`config.mk`:
```
export PLATFORM = sky130hd
export DESIGN_NAME = leb128_decoder_flat
export DESIGN_NICKNAME = d
export VERILOG_FILES = /design/src/rtl/leb128_decoder_if.sv /design/src/rtl/leb128_decoder.sv /design/src/flat_wrapper.sv
export SDC_FILE = /design/constraint.sdc
export NUM_CORES = 1
export LEC_CHECK = 0
export ABC_AREA = 1
export ABC_CLOCK_PERIOD_IN_PS = 3200
export CAP_MARGIN = 40
export CORE_ASPECT_RATIO = 1.2
export CORE_UTILIZATION = 45
export CTS_BUF_LIST = sky130_fd_sc_hd__clkbuf_4
export DETAILED_ROUTE_END_ITERATION = 8
export PLACE_DENSITY = 0.65
export SETUP_SLACK_MARGIN = 0.4
export SYNTH_ARGS = -nofsm -noshare
export SYNTH_HDL_FRONTEND = slang
export SYNTH_SLANG_ARGS = --single-unit
```
`constraint.sdc`:
```
create_clock -name clk -period 3.2 [get_ports clk]
set_input_delay 0.64 -clock clk [delete_from_list [all_inputs] [get_ports clk]]
set_output_delay 0.64 -clock clk [all_outputs]
set_load 0.02 [all_outputs]
```
`src/rtl/leb128_decoder_if.sv`:
```
// ----------------------------------------------------------------------------
// leb128_decoder_if: start/byte-stream/result bundle for the LEB128 decoder
// Rev 1.0
// ----------------------------------------------------------------------------
`default_nettype none

interface leb128_decoder_if;
  logic        start;
  logic        is_signed;
  logic        is_64;
  logic [7:0]  in_data;
  logic        in_valid;
  logic        in_ready;
  logic [63:0] out_value;
  logic [3:0]  out_len;
  logic        out_valid;
  logic        busy;
  logic        error;
  logic [1:0]  err_code;

  modport master (
    output start, is_signed, is_64, in_data, in_valid,
    input  in_ready, out_value, out_len, out_valid, busy, error, err_code
  );

  modport slave (
    input  start, is_signed, is_64, in_data, in_valid,
    output in_ready, out_value, out_len, out_valid, busy, error, err_code
  );
endinterface

`default_nettype wire

```
`src/rtl/leb128_decoder.sv`:
```
// ----------------------------------------------------------------------------
// leb128_decoder: byte-serial ULEB128/SLEB128 decoder for 32/64-bit immediates
// Rev 1.0
// ----------------------------------------------------------------------------
`default_nettype none

module leb128_decoder (
  input  wire logic        clk,
  input  wire logic        reset,
  leb128_decoder_if.slave  bus
);

  typedef enum logic [1:0] {
    S_IDLE  = 2'd0,
    S_ACCUM = 2'd1,
    S_DONE  = 2'd2,
    S_ERROR = 2'd3
  } state_t;

  state_t      state_q, state_d;
  logic        signed_q, signed_d;
  logic        wide_q, wide_d;
  logic [63:0] acc_q, acc_d;
  logic [3:0]  count_q, count_d;
  logic [63:0] out_value_q, out_value_d;
  logic [3:0]  out_len_q, out_len_d;
  logic        out_valid_q, out_valid_d;
  logic        error_q, error_d;
  logic [1:0]  err_code_q, err_code_d;

  logic [6:0]  shift_amt;
  logic [6:0]  ext_amt;
  logic [6:0]  width_bits;
  logic [3:0]  count_inc;
  logic [3:0]  max_len;
  logic        last_byte;
  logic        pad_ok;
  logic [63:0] acc_merged;
  logic [63:0] result;

  always_comb begin
    shift_amt  = {count_q, 3'b000} - {3'b000, count_q};
    ext_amt    = shift_amt + 7'd7;
    width_bits = wide_q ? 7'd64 : 7'd32;
    count_inc  = count_q + 4'd1;
    max_len    = wide_q ? 4'd10 : 4'd5;
    last_byte  = (count_inc == max_len);
    acc_merged = acc_q | ({57'd0, bus.in_data[6:0]} << shift_amt);

    // The final byte of a maximal-length encoding carries bits past the
    // target width; they must be zero (unsigned) or copies of the sign.
    if (wide_q) begin
      pad_ok = signed_q ? ((bus.in_data[6:0] == 7'h00) || (bus.in_data[6:0] == 7'h7F))
                        : (bus.in_data[6:1] == 6'd0);
    end else begin
      pad_ok = signed_q ? (bus.in_data[6:4] == {3{bus.in_data[3]}})
                        : (bus.in_data[6:4] == 3'd0);
    end

    result = acc_merged;
    if (signed_q && bus.in_data[6] && (ext_amt < width_bits)) begin
      result = result | (~64'd0 << ext_amt);
    end
    if (!wide_q) begin
      result[63:32] = 32'd0;
    end
  end

  always_comb begin
    state_d     = state_q;
    signed_d    = signed_q;
    wide_d      = wide_q;
    acc_d       = acc_q;
    count_d     = count_q;
    out_value_d = out_value_q;
    out_len_d   = out_len_q;
    out_valid_d = 1'b0;
    error_d     = error_q;
    err_code_d  = err_code_q;

    case (state_q)
      S_IDLE, S_ERROR: begin
        if (bus.start) begin
          state_d    = S_ACCUM;
          signed_d   = bus.is_signed;
          wide_d     = bus.is_64;
          acc_d      = 64'd0;
          count_d    = 4'd0;
          error_d    = 1'b0;
          err_code_d = 2'd0;
        end
      end
      S_ACCUM: begin
        if (bus.in_valid) begin
          if (bus.in_data[7]) begin
            if (last_byte) begin
              state_d    = S_ERROR;
              error_d    = 1'b1;
              err_code_d = 2'd1;
            end else begin
              acc_d   = acc_merged;
              count_d = count_inc;
            end
          end else if (last_byte && !pad_ok) begin
            state_d    = S_ERROR;
            error_d    = 1'b1;
            err_code_d = 2'd2;
          end else begin
            state_d     = S_DONE;
            acc_d       = acc_merged;
            count_d     = count_inc;
            out_value_d = result;
            out_len_d   = count_inc;
            out_valid_d = 1'b1;
          end
        end
      end
      S_DONE: begin
        state_d = S_IDLE;
      end
      default: begin
        state_d = S_IDLE;
      end
    endcase
  end

  always_ff @(posedge clk) begin
    if (reset) begin
      state_q     <= S_IDLE;
      signed_q    <= 1'b0;
      wide_q      <= 1'b0;
      acc_q       <= 64'd0;
      count_q     <= 4'd0;
      out_value_q <= 64'd0;
      out_len_q   <= 4'd0;
      out_valid_q <= 1'b0;
      error_q     <= 1'b0;
      err_code_q  <= 2'd0;
    end else begin
      state_q     <= state_d;
      signed_q    <= signed_d;
      wide_q      <= wide_d;
      acc_q       <= acc_d;
      count_q     <= count_d;
      out_value_q <= out_value_d;
      out_len_q   <= out_len_d;
      out_valid_q <= out_valid_d;
      error_q     <= error_d;
      err_code_q  <= err_code_d;
    end
  end

  assign bus.in_ready  = (state_q == S_ACCUM);
  assign bus.busy      = (state_q == S_ACCUM) || (state_q == S_DONE);
  assign bus.out_value = out_value_q;
  assign bus.out_len   = out_len_q;
  assign bus.out_valid = out_valid_q;
  assign bus.error     = error_q;
  assign bus.err_code  = err_code_q;

endmodule

`default_nettype wire

```
`src/flat_wrapper.sv`:
```
// flat-port wrapper written by rule: the top's interface ports become plain ports
module leb128_decoder_flat 
  (clk, reset, bus_start, bus_is_signed, bus_is_64, bus_in_data, bus_in_valid, bus_in_ready, bus_out_value, bus_out_len, bus_out_valid, bus_busy, bus_error, bus_err_code);
  leb128_decoder_if bus_i ();
  input  wire logic clk;
  input  wire logic reset;
  input wire logic [$bits(bus_i.start)-1:0] bus_start;
  input wire logic [$bits(bus_i.is_signed)-1:0] bus_is_signed;
  input wire logic [$bits(bus_i.is_64)-1:0] bus_is_64;
  input wire logic [$bits(bus_i.in_data)-1:0] bus_in_data;
  input wire logic [$bits(bus_i.in_valid)-1:0] bus_in_valid;
  output wire logic [$bits(bus_i.in_ready)-1:0] bus_in_ready;
  output wire logic [$bits(bus_i.out_value)-1:0] bus_out_value;
  output wire logic [$bits(bus_i.out_len)-1:0] bus_out_len;
  output wire logic [$bits(bus_i.out_valid)-1:0] bus_out_valid;
  output wire logic [$bits(bus_i.busy)-1:0] bus_busy;
  output wire logic [$bits(bus_i.error)-1:0] bus_error;
  output wire logic [$bits(bus_i.err_code)-1:0] bus_err_code;
  assign bus_i.start = bus_start;
  assign bus_i.is_signed = bus_is_signed;
  assign bus_i.is_64 = bus_is_64;
  assign bus_i.in_data = bus_in_data;
  assign bus_i.in_valid = bus_in_valid;
  assign bus_in_ready = bus_i.in_ready;
  assign bus_out_value = bus_i.out_value;
  assign bus_out_len = bus_i.out_len;
  assign bus_out_valid = bus_i.out_valid;
  assign bus_busy = bus_i.busy;
  assign bus_error = bus_i.error;
  assign bus_err_code = bus_i.err_code;
  leb128_decoder u_core (.clk(clk), .reset(reset), .bus(bus_i));
endmodule
```
==> results of run 1 <==
==> power by group through the flow <==
stage	clock [mW]	combinational, mW	sequential (mW)
after floorplan	0	5.59	2.41
after global placement	0	8.12	2.33
after detailed placement	0	8.16	2.33
after CTS	1.21	8.39	2.29
after global routing	1.29	9.60	2.33
final	1.20	8.78	2.30
==> metal layers <==
metal,up-vias,share of wire,track usage
met5,-,0,0
met1,4278,0.41,0.386
met4,0,0.050,0.162
met3,80,0.069,0.0446
met2,423,0.47,0.503
li1,4762,-,-
==> per-stage QoR <==
| step | cells | hold WS (ps) | power [mW] | setup WS [ps] | cell area, um2 |
|---|---|---|---|---|---|
| 3_3_place_gp | 1791 | 452 | 10.4 | 182 | 9880 |
| 3_5_place_dp | 1791 | 456 | 10.5 | 144 | 9880 |
| 5_1_grt | 1837 | 489 | 13.2 | 346 | 10500 |
| 6_report | 1837 | 473 | 12.3 | 432 | 10500 |
| 4_1_cts | 1831 | 476 | 11.9 | 418 | 10300 |
| 2_1_floorplan | 1503 | 452 | 8.00 | 408 | 8720 |
==> state kept, by name, summed over array words and instances (netlist names), 2 cells and up <==
name,flops
u_core.count_q,4
u_core.state_q,2
u_core.acc_q,64
u_core.bus.out_value,64
u_core.bus.err_code,2
u_core.bus.out_len,4
==> cells by family (layout without fill, tap and decap cells) <==
kind of cell	Yosys count	in the layout	share of synthesized area
simple gates	919	919	0.433
buf+inv	267	344	0.127
compound gates	161	161	0.0932
flops	144	144	0.331
fa+ha+maj	10	10	0.0144
xor+xnor	2	2	0.00201
other cells	0	1	0
==> what timing repair did <==
action / 4_1_cts / 5_1_grt
endpoints found under the setup margin: 79 / 124
setup buffers: 7 / 3
cloned: 1 / 2
pin swaps: 5 / 6
gates resized for setup: 20 / 30
==> worst max-delay path: cells and delay by family (launching register included) <==
kind | cells | cell delay (ps)
adder cells (fa/ha/maj) | 2 | 360
flip-flops | 1 | 380
AND/OR/NAND/NOR | 11 | 1250
buffers and inverters | 5 | 610
AO/OA/AOI/OAI | 1 | 110
==> final cells by class <==
cell class | instances | area (um2)
Fill cell | 1990 | 8410
Clock inverter | 14 | 148
Inverter | 176 | 661
Tap cell | 256 | 320
Multi-Input combinational cell | 1092 | 4890
Sequential cell | 144 | 2890
Timing Repair Buffer | 136 | 1470
Antenna cell | 1 | 2.50
Clock buffer | 18 | 135
==> path summary, 6_finish.rpt <==
path | start | end | slack, ps
max | u_core.count_q[0] | u_core.bus.out_value[59] | 430
max reg2reg | u_core.count_q[0] | u_core.bus.out_value[59] | 430
min reg2reg | u_core.bus.out_value[45] | u_core.bus.out_value[45] | 470
min | u_core.bus.out_value[45] | u_core.bus.out_value[45] | 470
==> cells in the final DEF, fill, tap and decap left out, drive strengths merged, types with 2 or more instances in the layout <==
master | Yosys | final
nand2 | 506 | 506
nor2 | 232 | 232
inv | 173 | 180
nand3 | 158 | 158
dfxtp | 144 | 144
a21oi | 99 | 99
clkdlybuf4s50 | 0 | 87
o21ai | 59 | 59
buf | 58 | 47
clkbuf | 33 | 20
ha | 10 | 10
nor3 | 7 | 7
nand4 | 6 | 6
clkinv | 3 | 6
and2 | 5 | 5
clkinvlp | 0 | 3
or2 | 3 | 3
xor2 | 2 | 2
nand3b | 2 | 2
==> results_dict.tcl, run 1 <==
set metrics [dict create \
    drt_iter0_markers 924 \
    worstPathArrival_ps 3310 \
    ant_nets 0 \
    coreArea_um2 18900 \
    synth_enable_flop_cells 0 \
    final_util 0.555 \
    status "complete, no violations" \
    viasPerCell 5.19 \
    grt_remaining_overflow 0 \
    tightest_slew_ps 545 \
    yosysTopAreaCell "dfxtp_1" \
    dpl.hpwl_um 20300 \
    ys_async_sr_fraction 0 \
    ys_warn_count 0 \
    whs_path_depth 2 \
    grt_pass1_vias 8631 \
    wl_per_cell_um 16.3 \
    p_seq_frac 0.187 \
    final_hold_viol_count 0 \
    internal_power_mw 5.22 \
    maxCapViolations 0 \
    io_pins 88 \
    synth.most_common_cell "nand2_1" \
    nNetsFinal 1591 \
    yosysUniqueCellTypes 31 \
    crit_path_start_kind "flop" \
    place.port_buffers 87 \
    ys_ff_latch 144 \
    irDropWorstVdd_uv 685 \
    worst_r2r_path_depth 19 \
    cts.clk_slew.worst_paths_ps 170 \
    p_clk_frac 0.098 \
    cellPowerDensity_nw_per_um2 1170 \
    fp.dieW_um 129 \
    critPathMaxFanout 8 \
    comb_power_share 0.715 \
    slowest_delay_ps 380 \
    tns_ps 0 \
    die_area_um2 19900 \
    syn_inst 1503 \
    netlist_area_um2 8710 \
    grt_pass1_wl_um 46900 \
    cp_cell_sequence "inv_2 > ha_4 > buf_4 > nand3_4 > nand3_2 > nand2_1 > nand2_2 > inv_1 > nand3_1 > nand2_2 > ha_1 > or2_4 > nor2_4 > buf_6 > clkbuf_16 > nand3_1 > nand2_1 > nand2_1 > a21oi_1" \
    worst_ep_required_time_ps 3740 \
    clockBufferDepth 2 \
    syn_avg_cell_area_um2 5.80 \
    num_vias 9543 \
    die_h_um 154 \
    grt_usage 0.306 \
    drc 0 \
    drive_gt1_frac 0.0873 \
    clk_latency_ps 620 \
    gp_congestion 0.968 \
    firstDrtPassIters 6 \
    hp-class "reg -> reg" \
    fin_worst_skew_ps 35.5 \
    p_sw_mw 7.07 \
    path_common_cell "nand2_1" \
    slew_violations 0 \
    fin_crit_sh 0.865 \
    drt-total-wl_um 30000 \
    yosys-top-cells-area "dfxtp_1 33%, nand2_1 22%, nor2_1 9.8%, nand3_1 8.7%, inv_1 7.3%" \
    critPathKind "reg -> reg" \
    swShare 0.575 \
    p_leak_nw 5.03 \
    cts_made_buffers 17 \
    fmax_mhz 361 \
    cts_sinks 144 \
    slowest_stage "dfxtp_4" \
    yosysSeqAreaShare 0.331 \
    synth_ff_type "dfxtp_1" \
    rows 55 \
    clockRootBuffer "clkbuf_4" \
    rsz0062_at_grt "true" \
    yosys-top-cells-count "501 x nand2_1, 228 x nor2_1, 170 x inv_1, 152 x nand3_1, 144 x dfxtp_1" \
    htree_levels 4 \
    slew_headroom 0.636 \
    area_growth_pct 20.7 \
    period_needed_ps 2770 \
    start_util 0.460 \
    grt_max_degree 87 \
    syn_nets 1527 \
    cts_tree "built" \
    antenna_found_initial 1 \
    setup_viol 0 \
    synth.top_cell.area_share 0.331 \
    cts_hold_buf 0 \
    cp-end-kind "flop" \
]
Note: power is estimated with default switching activity, not from simulation.
==> run 2: changes to the inputs <==
--- a/config.mk
+++ b/config.mk
@@ -17,3 +17,4 @@
 export SYNTH_ARGS = -nofsm -noshare
 export SYNTH_HDL_FRONTEND = slang
 export SYNTH_SLANG_ARGS = --single-unit
+export TNS_END_PERCENT = 1
==> results_dict.tcl, run 2 (synthesis gave the netlist of run 1 again) <==
set metrics [dict create \
    fin_crit_sh 0.864 \
    cts_made_buffers 17 \
    layout.cells.non_filler 1836 \
    firstDrtPassIters 6 \
    slew_violations 0 \
    slew_headroom 0.622 \
    place_inst 1791 \
    power_mw 12.3 \
    start_util 0.460 \
    die_area_um2 19900 \
    crit_path_start_kind "flop" \
    cts_hold_buf 0 \
    tns_ps 0 \
    ant_nets 0 \
    critPathKind "reg -> reg" \
    cts_tree "built" \
    p_leak_nw 5.01 \
    period_needed_ps 2770 \
    antenna_found_initial 1 \
    rsz0062_at_grt "true" \
    die_h_um 154 \
    drt_iter0_markers 1012 \
    cellPowerDensity_nw_per_um2 1170 \
    area_growth_pct 20.2 \
    worst_ep_required_time_ps 3740 \
    critPathMaxFanout 5 \
    gp_congestion 0.968 \
    drt-total-wl_um 29900 \
    wl_met2_um 13800 \
    cts.clk_slew.worst_paths_ps 160 \
    cp-end-kind "flop" \
    dr.max_layer_used "met4" \
    irDropWorstVdd_uv 680 \
    clk_latency_ps 620 \
    clockRootBuffer "clkbuf_4" \
    grt_usage 0.307 \
    final_hold_viol_count 0 \
    worstPathArrival_ps 3300 \
    rows 55 \
    num_vias 9629 \
    viasPerCell 5.24 \
    final_cell_mix "492 x nand2_1, 223 x nor2_1, 168 x inv_1" \
    grt_max_degree 87 \
    nNetsFinal 1589 \
    coreArea_um2 18900 \
    dpl.hpwl_um 20300 \
    setup_viol 0 \
    maxCapViolations 0 \
    grt_remaining_overflow 0 \
    htree_levels 4 \
    drive_gt1_frac 0.0824 \
    fp.dieW_um 129 \
    cts_sinks 144 \
    drc 0 \
    drt-met1-wl_um 12300 \
    grt_pass1_vias 8630 \
    fin_worst_skew_ps 30.5 \
    fmax_mhz 362 \
    io_pins 88 \
    num-fill-cells 1983 \
    status "complete, no violations" \
    final_common_cell "nand2_1" \
    tightest_slew_ps 566 \
    met3WireLength_um 2170 \
    wl_per_cell_um 16.3 \
    hp-class "reg -> reg" \
    grt_pass1_wl_um 46900 \
    clockBufferDepth 2 \
    place.port_buffers 87 \
]
==> run 2: changes by cell type in the layout (fill, tap and decap cells not counted), sizes merged <==
cell / change
buf: -1
clkbuf: -1
diode: +1
==> run 2: stage by stage <==
step                      setup slack [ps]  utilization  area (um2)  hold slack, ps
after floorplan                        408            -        8720             452
after detailed placement               144        0.522        9880             456
final                                  435        0.553       10500             473
after global placement                 182        0.522        9880             452
after global routing                   325        0.553       10500             489
after CTS                              341        0.544       10300             476
==> run 2: path summary, 6_finish.rpt <==
check                             endpoint  cells past startpoint  slack [ps]                      from
setup reg to reg   u_core.bus.out_value[7]                     18         430         u_core.count_q[0]
hold / removal    u_core.bus.out_value[45]                      2         470  u_core.bus.out_value[45]
hold reg to reg   u_core.bus.out_value[45]                      2         470  u_core.bus.out_value[45]
setup / recovery   u_core.bus.out_value[7]                     18         430         u_core.count_q[0]
==> run 2: cell type report <==
cell class                      instances  area [um2]  area share
Clock buffer                           18         135      0.0129
Multi-Input combinational cell       1092        4880       0.466
Clock inverter                         14         148      0.0141
Inverter                              176         661      0.0631
Sequential cell                       144        2890       0.276
Antenna cell                            2        5.00    0.000478
Tap cell                              256         320      0.0306
Timing Repair Buffer                  134        1430       0.137
==> run 2: worst max-delay path, stage by stage, from the launching register on <==
cell and delay, ps:
dfxtp_4 370, buf_4 140, ha_4 260, nand3_2 120, nand3_1 100, nand2_1 70
nand2_2 110, inv_1 70, nand3_1 100, nand2_2 70, ha_1 180, or2_4 250
nor2_4 170, nand2_4 80, nor2_4 130, buf_12 150, buf_12 120, nand2_1 80
a21oi_1 140
==> run 2: timing repair <==
item                                    in CTS  in global routing
endpoints found under the setup margin      79                119
cloned                                       1                  1
resized for setup                           15                 29
pin swaps                                    3                 13
buffers inserted                             4                  5
==> run 2: power by group <==
part           internal, mW  switching (mW)
clock                 0.417           0.791
sequential             2.15           0.144
combinational          2.63            6.14
total                  5.20            7.07
==> run 2: routing by layer <==
metal	vias to the layer above	global-route usage
li1	4771	-
met1	4330	0.385
met2	437	0.501
met3	91	0.0443
met4	0	0.170
met5	-	0
==> run 3: changes to the inputs <==
--- a/config.mk
+++ b/config.mk
@@ -10,7 +10,7 @@
 export CAP_MARGIN = 40
 export CORE_ASPECT_RATIO = 1.2
 export CORE_UTILIZATION = 45
-export CTS_BUF_LIST = sky130_fd_sc_hd__clkbuf_4
+export CTS_BUF_LIST = sky130_fd_sc_hd__clkbuf_16
 export DETAILED_ROUTE_END_ITERATION = 8
 export PLACE_DENSITY = 0.65
 export SETUP_SLACK_MARGIN = 0.4
==> results_dict.tcl, run 3 (synthesis gave the netlist of run 1 again) <==
set metrics [dict create \
    status "complete, no violations" \
    critPathKind "reg -> reg" \
    post-route-worst-setup-slack_ps 373 \
    tightest_slew_ps 576 \
    slew_violations 0 \
    drive_gt1_frac 0.0760 \
    num_vias 9567 \
    min_from "u_core.bus.out_value[45]" \
    crit_path_start_kind "flop" \
    drc 0 \
    pre_cts_ws_ps 144 \
    clockBufferDepth 2 \
    p_seq_frac 0.177 \
    final_common_cell "nand2_1" \
    slew_headroom 0.615 \
    clockRootBuffer "clkbuf_16" \
    die_h_um 154 \
    final_hold_viol_count 0 \
    cts_sinks 144 \
    setup_viol 0 \
    grt_usage 0.308 \
    worstPathArrival_ps 3180 \
    coreArea_um2 18900 \
    tns_ps 0 \
    worst_ep_required_time_ps 3560 \
    comb_power_share 0.671 \
    r2r_start "u_core.count_q[0]" \
    final_cell_mix "496 x nand2_1, 224 x nor2_1, 169 x inv_1" \
    layout.cells.non_filler 1834 \
    dpl.hpwl_um 20300 \
    placedInstanceArea_um2 9880 \
    diodes 0 \
    final_util 0.567 \
    grt_remaining_overflow 0 \
    postLayoutCellArea_um2 10700 \
    grt_max_degree 87 \
    p_leak_nw 5.14 \
    rsz0062_at_grt "true" \
    fin_crit_sh 0.883 \
    whs_ps 463 \
    irDropWorstVdd_uv 706 \
    gp_congestion 0.968 \
    antenna_found_initial 0 \
    cts_made_buffers 17 \
    cts_tree "built" \
    cellPowerDensity_nw_per_um2 1210 \
    worst_r2r_path_depth 19 \
    fin_worst_skew_ps 11.1 \
    critPathMaxFanout 5 \
    area_growth_pct 23.1 \
    clk_latency_ps 430 \
    start_util 0.460 \
    rows 55 \
    drt-total-wl_um 30400 \
    hold_end "u_core.bus.out_value[45]" \
    cp-end-kind "flop" \
    die_area_um2 19900 \
    grt_pass1_wl_um 47000 \
    place_inst 1791 \
    fmax_mhz 354 \
    swShare 0.551 \
    whs_path_depth 2 \
    firstDrtPassIters 5 \
    cts.clk_slew.worst_paths_ps 70 \
    drt_iter0_markers 903 \
    p_sw_mw 7.16 \
    nNetsFinal 1589 \
    fp.dieW_um 129 \
    cts_hold_buf 0 \
    htree_levels 4 \
    internal_power_mw 5.84 \
    reg2reg_to "u_core.bus.out_value[7]" \
    maxCapViolations 0 \
    num-fill-cells 1960 \
    power_mw 13.0 \
    p_clk_frac 0.152 \
    grt_pass1_vias 8628 \
    hp-class "reg -> reg" \
    period_needed_ps 2830 \
    critPathLaunch "u_core.count_q[0]" \
    ant_nets 0 \
    viasPerCell 5.22 \
    place.port_buffers 87 \
    wl_per_cell_um 16.6 \
    io_pins 88 \
    r2r_slack_ps 370 \
]
[run 3: cell count changes in the layout (fill, tap and decap cells not counted), moves of 2 or more]
cell	change
clkbuf_16	+18
diode_2	-2
nand2_1	+4
buf_6	-2
clkbuf_4	-18
o21ai_1	-2
nand2_2	-3
nand3_2	-2
nand3_1	+2
o21ai_0	+2
[run 3: how the worst max path moves through the flow]
| stage | endpoint | slack [ps] | cells after the start |
|---|---|---|---|
| floorplan | u_core.bus.out_value[15] | 410 | 19 |
| global placement | u_core.bus.out_value[7] | 180 | 18 |
| detailed placement | u_core.bus.out_value[7] | 140 | 18 |
| CTS | u_core.bus.out_value[7] | 400 | 19 |
| global route | u_core.bus.out_value[7] | 290 | 19 |
| finish | u_core.bus.out_value[7] | 370 | 19 |
[run 3: cell type report]
class,count,area [um2],share of cell area
clock buffers,17,425,0.0397
clock inverters,15,151,0.0141
inverters,176,661,0.0616
multi-input cells,1092,4840,0.451
flip-flops and latches,144,2890,0.269
well taps,256,320,0.0299
repair buffers,134,1440,0.135
[run 3: worst max-delay path, stage by stage (launching register included)]
cell	delay [ps]
dfxtp_4	370
inv_2	50
ha_4	180
ha_4	270
inv_1	40
nand2_1	70
inv_1	70
nor2_4	90
nand3_1	70
nand2_1	90
nand2_2	70
ha_1	180
or2_4	250
nor2_4	210
nand2_4	90
nor2_4	130
buf_6	150
buf_12	130
nand2_1	80
a21oi_1	150
[run 3: what timing repair did]
item	4_1_cts	5_1_grt
buffers inserted	5	3
gates cloned	1	2
resized for setup	15	14
setup endpoints to repair	78	124
pin swaps	3	5
[run 3: layer usage]
layer | share of wire | wire, um | GRT usage
met2 | 0.46 | 14000 | 0.502
met1 | 0.41 | 12400 | 0.392
met4 | 0.057 | 1720 | 0.164
met5 | 0 | 0 | 0
met3 | 0.072 | 2180 | 0.0422
[run 3: power by group through the flow]
stage                     combinational, mW  clock, mW  sequential [mW]
after floorplan                        5.59          0             2.41
after global placement                 8.12          0             2.33
after detailed placement               8.16          0             2.33
after CTS                              8.36       1.99             2.30
after global routing                   9.52       2.06             2.33
final                                  8.72       1.98             2.30
